===== src/rtl/ysyx_24110006_axi_pkg.sv =====
// Shared constants and FSM state types for the AXI4 1-to-N demultiplexer.
package ysyx_24110006_axi_pkg;

    localparam logic [1:0] RESP_OKAY   = 2'b00;
    localparam logic [1:0] RESP_DECERR = 2'b11;

    localparam int unsigned DEF_NSLV = 3;
    localparam logic [DEF_NSLV*32-1:0] DEF_SLV_BASE = {32'h0200_0000, 32'ha000_03f8, 32'h8000_0000};
    localparam logic [DEF_NSLV*32-1:0] DEF_SLV_MASK = {32'hffff_fff8, 32'hffff_ffff, 32'hf800_0000};

    typedef enum logic [1:0] {
        R_IDLE,
        R_ADDR,
        R_DATA,
        R_ERR
    } rstate_e;

    typedef enum logic [2:0] {
        W_IDLE,
        W_ADDR,
        W_DATA,
        W_RESP,
        W_ERR_DATA,
        W_ERR_RESP
    } wstate_e;

endpackage


===== src/rtl/ysyx_24110006_addr_decode.sv =====
// Combinational address decoder: one-hot select of the lowest matching slave, or miss.
module ysyx_24110006_addr_decode
    import ysyx_24110006_axi_pkg::*;
#(
    parameter int unsigned NSLV = DEF_NSLV,
    parameter logic [NSLV*32-1:0] SLV_BASE = DEF_SLV_BASE,
    parameter logic [NSLV*32-1:0] SLV_MASK = DEF_SLV_MASK
)(
    input  logic [31:0]     i_addr,
    output logic [NSLV-1:0] o_sel,
    output logic            o_miss
);

    logic [NSLV-1:0] w_hit;

    always_comb begin
        w_hit = '0;
        for (int unsigned k = 0; k < NSLV; k++) begin
            w_hit[k] = ((i_addr & SLV_MASK[k*32 +: 32]) == SLV_BASE[k*32 +: 32]);
        end
    end

    // Isolate the lowest set bit so overlapping windows resolve to the lowest index.
    assign o_sel  = w_hit & (~w_hit + NSLV'(1));
    assign o_miss = ~|w_hit;

endmodule


===== src/rtl/ysyx_24110006_axi_demux.sv =====
// AXI4 1-to-N demultiplexer: independent read/write FSMs, one outstanding burst per direction.
module ysyx_24110006_axi_demux
    import ysyx_24110006_axi_pkg::*;
#(
    parameter int unsigned NSLV = DEF_NSLV,
    parameter logic [NSLV*32-1:0] SLV_BASE = DEF_SLV_BASE,
    parameter logic [NSLV*32-1:0] SLV_MASK = DEF_SLV_MASK,
    parameter int unsigned IDW = 4
)(
    input  logic                 i_clock,
    input  logic                 i_reset_n,
    input  logic [31:0]          i_axi_araddr,
    input  logic                 i_axi_arvalid,
    input  logic [IDW-1:0]       i_axi_arid,
    input  logic [7:0]           i_axi_arlen,
    input  logic [2:0]           i_axi_arsize,
    input  logic [1:0]           i_axi_arburst,
    output logic                 o_axi_arready,
    output logic [31:0]          o_axi_rdata,
    output logic                 o_axi_rvalid,
    output logic [1:0]           o_axi_rresp,
    output logic [IDW-1:0]       o_axi_rid,
    output logic                 o_axi_rlast,
    input  logic                 i_axi_rready,
    input  logic [31:0]          i_axi_awaddr,
    input  logic                 i_axi_awvalid,
    input  logic [IDW-1:0]       i_axi_awid,
    input  logic [7:0]           i_axi_awlen,
    input  logic [2:0]           i_axi_awsize,
    input  logic [1:0]           i_axi_awburst,
    output logic                 o_axi_awready,
    input  logic [31:0]          i_axi_wdata,
    input  logic [3:0]           i_axi_wstrb,
    input  logic                 i_axi_wvalid,
    input  logic                 i_axi_wlast,
    output logic                 o_axi_wready,
    output logic                 o_axi_bvalid,
    output logic [1:0]           o_axi_bresp,
    output logic [IDW-1:0]       o_axi_bid,
    input  logic                 i_axi_bready,
    output logic [NSLV*32-1:0]   o_s_araddr,
    output logic [NSLV-1:0]      o_s_arvalid,
    output logic [NSLV*IDW-1:0]  o_s_arid,
    output logic [NSLV*8-1:0]    o_s_arlen,
    output logic [NSLV*3-1:0]    o_s_arsize,
    output logic [NSLV*2-1:0]    o_s_arburst,
    input  logic [NSLV-1:0]      i_s_arready,
    input  logic [NSLV*32-1:0]   i_s_rdata,
    input  logic [NSLV-1:0]      i_s_rvalid,
    input  logic [NSLV*2-1:0]    i_s_rresp,
    input  logic [NSLV*IDW-1:0]  i_s_rid,
    input  logic [NSLV-1:0]      i_s_rlast,
    output logic [NSLV-1:0]      o_s_rready,
    output logic [NSLV*32-1:0]   o_s_awaddr,
    output logic [NSLV-1:0]      o_s_awvalid,
    output logic [NSLV*IDW-1:0]  o_s_awid,
    output logic [NSLV*8-1:0]    o_s_awlen,
    output logic [NSLV*3-1:0]    o_s_awsize,
    output logic [NSLV*2-1:0]    o_s_awburst,
    input  logic [NSLV-1:0]      i_s_awready,
    output logic [NSLV*32-1:0]   o_s_wdata,
    output logic [NSLV*4-1:0]    o_s_wstrb,
    output logic [NSLV-1:0]      o_s_wvalid,
    output logic [NSLV-1:0]      o_s_wlast,
    input  logic [NSLV-1:0]      i_s_wready,
    input  logic [NSLV-1:0]      i_s_bvalid,
    input  logic [NSLV*2-1:0]    i_s_bresp,
    input  logic [NSLV*IDW-1:0]  i_s_bid,
    output logic [NSLV-1:0]      o_s_bready
);

    rstate_e          r_rstate;
    logic [NSLV-1:0]  r_rsel;
    logic [31:0]      r_araddr;
    logic [IDW-1:0]   r_arid;
    logic [7:0]       r_arlen;
    logic [2:0]       r_arsize;
    logic [1:0]       r_arburst;
    logic [7:0]       r_rcnt;

    wstate_e          r_wstate;
    logic [NSLV-1:0]  r_wsel;
    logic [31:0]      r_awaddr;
    logic [IDW-1:0]   r_awid;
    logic [7:0]       r_awlen;
    logic [2:0]       r_awsize;
    logic [1:0]       r_awburst;

    logic [NSLV-1:0]  w_ar_sel;
    logic             w_ar_miss;
    logic [NSLV-1:0]  w_aw_sel;
    logic             w_aw_miss;

    ysyx_24110006_addr_decode #(.NSLV(NSLV), .SLV_BASE(SLV_BASE), .SLV_MASK(SLV_MASK)) u_ar_dec (
        .i_addr (i_axi_araddr),
        .o_sel  (w_ar_sel),
        .o_miss (w_ar_miss)
    );

    ysyx_24110006_addr_decode #(.NSLV(NSLV), .SLV_BASE(SLV_BASE), .SLV_MASK(SLV_MASK)) u_aw_dec (
        .i_addr (i_axi_awaddr),
        .o_sel  (w_aw_sel),
        .o_miss (w_aw_miss)
    );

    // Read FSM: latch AR with its decode, then forward or synthesize DECERR beats.
    always_ff @(posedge i_clock or negedge i_reset_n) begin
        if (!i_reset_n) begin
            r_rstate  <= R_IDLE;
            r_rsel    <= '0;
            r_araddr  <= '0;
            r_arid    <= '0;
            r_arlen   <= '0;
            r_arsize  <= '0;
            r_arburst <= '0;
            r_rcnt    <= '0;
        end else begin
            unique case (r_rstate)
                R_IDLE: if (i_axi_arvalid) begin
                    r_araddr  <= i_axi_araddr;
                    r_arid    <= i_axi_arid;
                    r_arlen   <= i_axi_arlen;
                    r_arsize  <= i_axi_arsize;
                    r_arburst <= i_axi_arburst;
                    r_rsel    <= w_ar_sel;
                    r_rcnt    <= '0;
                    r_rstate  <= w_ar_miss ? R_ERR : R_ADDR;
                end
                R_ADDR: if (|(i_s_arready & r_rsel)) r_rstate <= R_DATA;
                R_DATA: if (o_axi_rvalid && i_axi_rready && o_axi_rlast) r_rstate <= R_IDLE;
                R_ERR: if (i_axi_rready) begin
                    if (r_rcnt == r_arlen) r_rstate <= R_IDLE;
                    else                   r_rcnt   <= r_rcnt + 8'd1;
                end
                default: r_rstate <= R_IDLE;
            endcase
        end
    end

    always_comb begin
        o_axi_arready = i_reset_n && (r_rstate == R_IDLE);
        o_axi_rvalid  = 1'b0;
        o_axi_rdata   = '0;
        o_axi_rresp   = RESP_OKAY;
        o_axi_rid     = '0;
        o_axi_rlast   = 1'b0;
        o_s_araddr    = '0;
        o_s_arvalid   = '0;
        o_s_arid      = '0;
        o_s_arlen     = '0;
        o_s_arsize    = '0;
        o_s_arburst   = '0;
        o_s_rready    = '0;
        for (int unsigned k = 0; k < NSLV; k++) begin
            if (r_rsel[k] && r_rstate == R_ADDR) begin
                o_s_arvalid[k]            = 1'b1;
                o_s_araddr[k*32 +: 32]    = r_araddr;
                o_s_arid[k*IDW +: IDW]    = r_arid;
                o_s_arlen[k*8 +: 8]       = r_arlen;
                o_s_arsize[k*3 +: 3]      = r_arsize;
                o_s_arburst[k*2 +: 2]     = r_arburst;
            end
            if (r_rsel[k] && r_rstate == R_DATA) begin
                o_s_rready[k] = i_axi_rready;
                o_axi_rvalid  = i_s_rvalid[k];
                o_axi_rdata   = i_s_rdata[k*32 +: 32];
                o_axi_rresp   = i_s_rresp[k*2 +: 2];
                o_axi_rid     = i_s_rid[k*IDW +: IDW];
                o_axi_rlast   = i_s_rlast[k];
            end
        end
        if (r_rstate == R_ERR) begin
            o_axi_rvalid = 1'b1;
            o_axi_rresp  = RESP_DECERR;
            o_axi_rid    = r_arid;
            o_axi_rlast  = (r_rcnt == r_arlen);
        end
    end

    // Write FSM: latch AW with its decode; misses swallow W and answer DECERR.
    always_ff @(posedge i_clock or negedge i_reset_n) begin
        if (!i_reset_n) begin
            r_wstate  <= W_IDLE;
            r_wsel    <= '0;
            r_awaddr  <= '0;
            r_awid    <= '0;
            r_awlen   <= '0;
            r_awsize  <= '0;
            r_awburst <= '0;
        end else begin
            unique case (r_wstate)
                W_IDLE: if (i_axi_awvalid) begin
                    r_awaddr  <= i_axi_awaddr;
                    r_awid    <= i_axi_awid;
                    r_awlen   <= i_axi_awlen;
                    r_awsize  <= i_axi_awsize;
                    r_awburst <= i_axi_awburst;
                    r_wsel    <= w_aw_sel;
                    r_wstate  <= w_aw_miss ? W_ERR_DATA : W_ADDR;
                end
                W_ADDR:     if (|(i_s_awready & r_wsel)) r_wstate <= W_DATA;
                W_DATA:     if (i_axi_wvalid && o_axi_wready && i_axi_wlast) r_wstate <= W_RESP;
                W_RESP:     if (o_axi_bvalid && i_axi_bready) r_wstate <= W_IDLE;
                W_ERR_DATA: if (i_axi_wvalid && i_axi_wlast) r_wstate <= W_ERR_RESP;
                W_ERR_RESP: if (i_axi_bready) r_wstate <= W_IDLE;
                default:    r_wstate <= W_IDLE;
            endcase
        end
    end

    always_comb begin
        o_axi_awready = i_reset_n && (r_wstate == W_IDLE);
        o_axi_wready  = 1'b0;
        o_axi_bvalid  = 1'b0;
        o_axi_bresp   = RESP_OKAY;
        o_axi_bid     = '0;
        o_s_awaddr    = '0;
        o_s_awvalid   = '0;
        o_s_awid      = '0;
        o_s_awlen     = '0;
        o_s_awsize    = '0;
        o_s_awburst   = '0;
        o_s_wdata     = '0;
        o_s_wstrb     = '0;
        o_s_wvalid    = '0;
        o_s_wlast     = '0;
        o_s_bready    = '0;
        for (int unsigned k = 0; k < NSLV; k++) begin
            if (r_wsel[k] && r_wstate == W_ADDR) begin
                o_s_awvalid[k]            = 1'b1;
                o_s_awaddr[k*32 +: 32]    = r_awaddr;
                o_s_awid[k*IDW +: IDW]    = r_awid;
                o_s_awlen[k*8 +: 8]       = r_awlen;
                o_s_awsize[k*3 +: 3]      = r_awsize;
                o_s_awburst[k*2 +: 2]     = r_awburst;
            end
            if (r_wsel[k] && r_wstate == W_DATA) begin
                o_s_wvalid[k]          = i_axi_wvalid;
                o_s_wdata[k*32 +: 32]  = i_axi_wdata;
                o_s_wstrb[k*4 +: 4]    = i_axi_wstrb;
                o_s_wlast[k]           = i_axi_wlast;
                o_axi_wready           = i_s_wready[k];
            end
            if (r_wsel[k] && r_wstate == W_RESP) begin
                o_s_bready[k] = i_axi_bready;
                o_axi_bvalid  = i_s_bvalid[k];
                o_axi_bresp   = i_s_bresp[k*2 +: 2];
                o_axi_bid     = i_s_bid[k*IDW +: IDW];
            end
        end
        if (r_wstate == W_ERR_DATA) o_axi_wready = 1'b1;
        if (r_wstate == W_ERR_RESP) begin
            o_axi_bvalid = 1'b1;
            o_axi_bresp  = RESP_DECERR;
            o_axi_bid    = r_awid;
        end
    end

endmodule


===== config.mk =====
export PLATFORM = sky130hd
export DESIGN_NAME = ysyx_24110006_axi_demux
export DESIGN_NICKNAME = d
export VERILOG_FILES = /design/src/rtl/ysyx_24110006_axi_pkg.sv /design/src/rtl/ysyx_24110006_addr_decode.sv /design/src/rtl/ysyx_24110006_axi_demux.sv
export SDC_FILE = /design/constraint.sdc
export NUM_CORES = 1
export LEC_CHECK = 0
export BUFFER_PORTS_ARGS = -buffer_cell sky130_fd_sc_hd__buf_2
export CORE_AREA = 2 2 299 301
export DETAILED_ROUTE_END_ITERATION = 12
export DIE_AREA = 0 0 301 303
export GPL_TIMING_DRIVEN = 0
export PLACE_DENSITY = 0.39
export SLEW_MARGIN = 20
export SYNTH_ARGS = -nofsm -noshare
export SYNTH_HDL_FRONTEND = slang
export SYNTH_HIERARCHICAL = 1
export SYNTH_SLANG_ARGS = --single-unit

===== constraint.sdc =====
create_clock -name i_clock -period 4.5 [get_ports i_clock]
set_input_delay 0.225 -clock i_clock [delete_from_list [all_inputs] [get_ports i_clock]]
set_output_delay 0.225 -clock i_clock [all_outputs]
set_load 0.01 [all_outputs]

==> metrics <==
Mean Syn Cell Area 7.81 µm²; Worst Skew approximately 9.0 ps; Crit Path Max Fanout 10; crit path kind register to output pin; Die W between 300 and 400 µm; sequential fraction of the synthesis area 0.322; Net Switching 764 µW; Worst path max stage delay 620 ps; worst-margin pin slew 1080 ps; Layout area overhead 75.2%; commonest cells after routing, fill and taps aside 777 x buf_2, 276 x and2_1, 213 x nand2_1, 159 x and3_1, 117 x dfrtp_1; GPL Wtd Cong 0.924; PwrDens 176 nW/µm²; PortBufs 761; status complete, no violations; FMAX 271 MHz; post-synthesis register bit count 117; routed vias roughly 12000; Post-synth top flop dfrtp_1; drt wl/cell approximately 21 µm; max-slew violations 0; fraction of registers with async set/reset 1.00; Worst-Skew Late Latency 470 ps; worst endpoint required time 4280 ps; total gr overflow 0; HPWL Detailed 56700 µm; drt first pass iters 5; CTS tree done; layout cells sized above 1 0.432; worst-path cell chain clkbuf_1, nor2b_1, and2_1, buf_2, buf_4, a22oi_1, o21ai_0, buf_2; Yosys warning count 6; CTS root buffer clkbuf_16; Core Util, Final 0.181; hold path cells 2; most frequent CP cell buf_2; MaxCap Viol Count 0; Rel. slew slack 0.278; top cells by area, synth dfrtp_1 32%, and2_1 19%, and3_1 11%; row cnt 109; Top Ports between 700 and 800; Worst-path clk slew 70 ps; Mapped Cells 1163; vias in the first global route 11500; RSZ-0062 raised after global routing false; Filler cells between 10000 and 15000; Cell Area, Synth slightly above 9000 µm²; final layout net count between 2000 and 2500; fin crit period 3690 ps; clock share of power 0.522; area share of the leading cell type in the synthesized netlist 0.322; initial antenna violation count 11; EDFF count, synth 0; first-pass GRT wire length 89100 µm; Reg power frac 0.376; full die area 91200 µm²; Final Hold Viols 0; Tcrit/Tclk final 0.819; Seq. cell area 2930 µm²; Die H 303 µm; Initial Util 0.103; Max clock buf depth 2; CP Launch Type register; Fin Setup TNS 0 ps; H-tree depth 4; CP max-delay cell clkbuf_1; clock sink count 117; leading cell type in the layout, fill and taps excluded buf_2; worst path arrival time 3460 ps; Leak Pwr approximately 0.009 µW; Hold Path Class input pin to register; Synth area leader dfrtp_1; Core Region 88000 µm²; Total GRT Usage 0.140; DR iter-0 viols roughly 940; post-CTS setup buffer count 0; Worst VDD drop 254 µV; sw frac 0.273; Internal ~2000 µW; R2R depth 7; CP Capture Type output pin; final-report setup violation count 0; Routed WL around 67000 µm; routed vias/inst 3.77; cts bufs inserted 17; drt drc 0; Yosys cell types 44; area of the multi-input gates 5680 µm²; Comb power frac 0.103; Syn Nets 1456; Final ANT Viol Nets 0; largest net degree at the start of global routing between 60 and 70
[per-layer routing]
layer,GRT usage,vias to the layer above,wire (µm)
met4,0.0380,0,960
li1,-,5703,-
met5,0.0171,-,0
met3,0.0380,47,4990
met2,0.197,502,28700
met1,0.204,5907,32700
[power groups by stage]
stage	clock (µW)	combinational (µW)	sequential, µW
final	1460	288	1050
after global routing	1590	309	1050
after CTS	1570	286	1050
after detailed placement	0	219	1070
after global placement	0	215	1070
after floorplan	0	11.7	1070
[flip-flops by register name, summed over array words and instances, names as in the netlist]
signal,flops
r_araddr,32
r_awaddr,32
r_arlen,8
r_awlen,8
r_rcnt,8
r_arid,4
r_awid,4
r_arsize,3
r_awsize,3
r_rsel,3
r_wsel,3
r_wstate,3
r_arburst,2
r_awburst,2
r_rstate,2
[what timing repair did]
action,in CTS,in global routing
hold endpoints to repair,139,0
gates resized for setup,0,0
hold buffers,89,0
[critical path: cells and delay by family (launching register included)]
family | cells | cell delay (ps)
flip-flops | 1 | 320
buffers and inverters | 4 | 1410
AND/OR/NAND/NOR | 2 | 510
AO/OA/AOI/OAI | 2 | 740
[final timing paths]
kind	startpoint	to	slack [ps]
hold / removal	i_axi_awaddr[9]	r_awaddr[9]	80
max in group asynchronous	i_reset_n	r_rcnt[1]	3480
hold reg to reg	r_rcnt[7]	r_rcnt[7]	490
setup reg to reg	r_rstate[0]	r_rsel[1]	1900
setup / recovery	r_rsel[0]	o_axi_rdata[27]	810
min in group asynchronous	i_reset_n	r_awaddr[12]	250
[metrics by stage]
step	power, µW	instances	hold slack, ps	instance area, µm²	setup WS, ps
floorplan	1080	1163	-70.6	9080	2710
global placement	1290	3089	419	14400	1150
detailed placement	1290	3090	168	14400	1290
CTS	2910	3211	2.36	15900	720
global route	2950	3218	43.8	15900	672
finish	2800	3226	82.4	15900	814
[cells by family after synthesis]
family | after synthesis | share of synthesized area
mux | 60 | 0.0733
buf+inv | 113 | 0.0527
xor+xnor | 8 | 0.00771
compound gates | 133 | 0.0943
fa+ha+maj | 1 | 0.00138
simple gates | 731 | 0.448
flops | 117 | 0.322
[Yosys cell counts (13+ instances only)]
library cell and instances:
nor2_1 20, a21oi_1 14, nand2_1 213, clkbuf_1 85, and3_1 159, o21ai_0 48
dfrtp_1 117, mux2_2 52, nand3_1 13, a22oi_1 50, and2_1 276, buf_2 17
[layout make-up]
type / instances / area share
antenna: 15 / 0.00236
clock inverter: 14 / 0.0106
timing repair buffer: 851 / 0.298
tap: 1165 / 0.0916
sequential: 117 / 0.184
inverter: 5 / 0.00118
multi-input combinational: 933 / 0.357
clock buffer: 18 / 0.0270
buffer: 108 / 0.0289
Note: power is estimated with default switching activity, not from simulation.
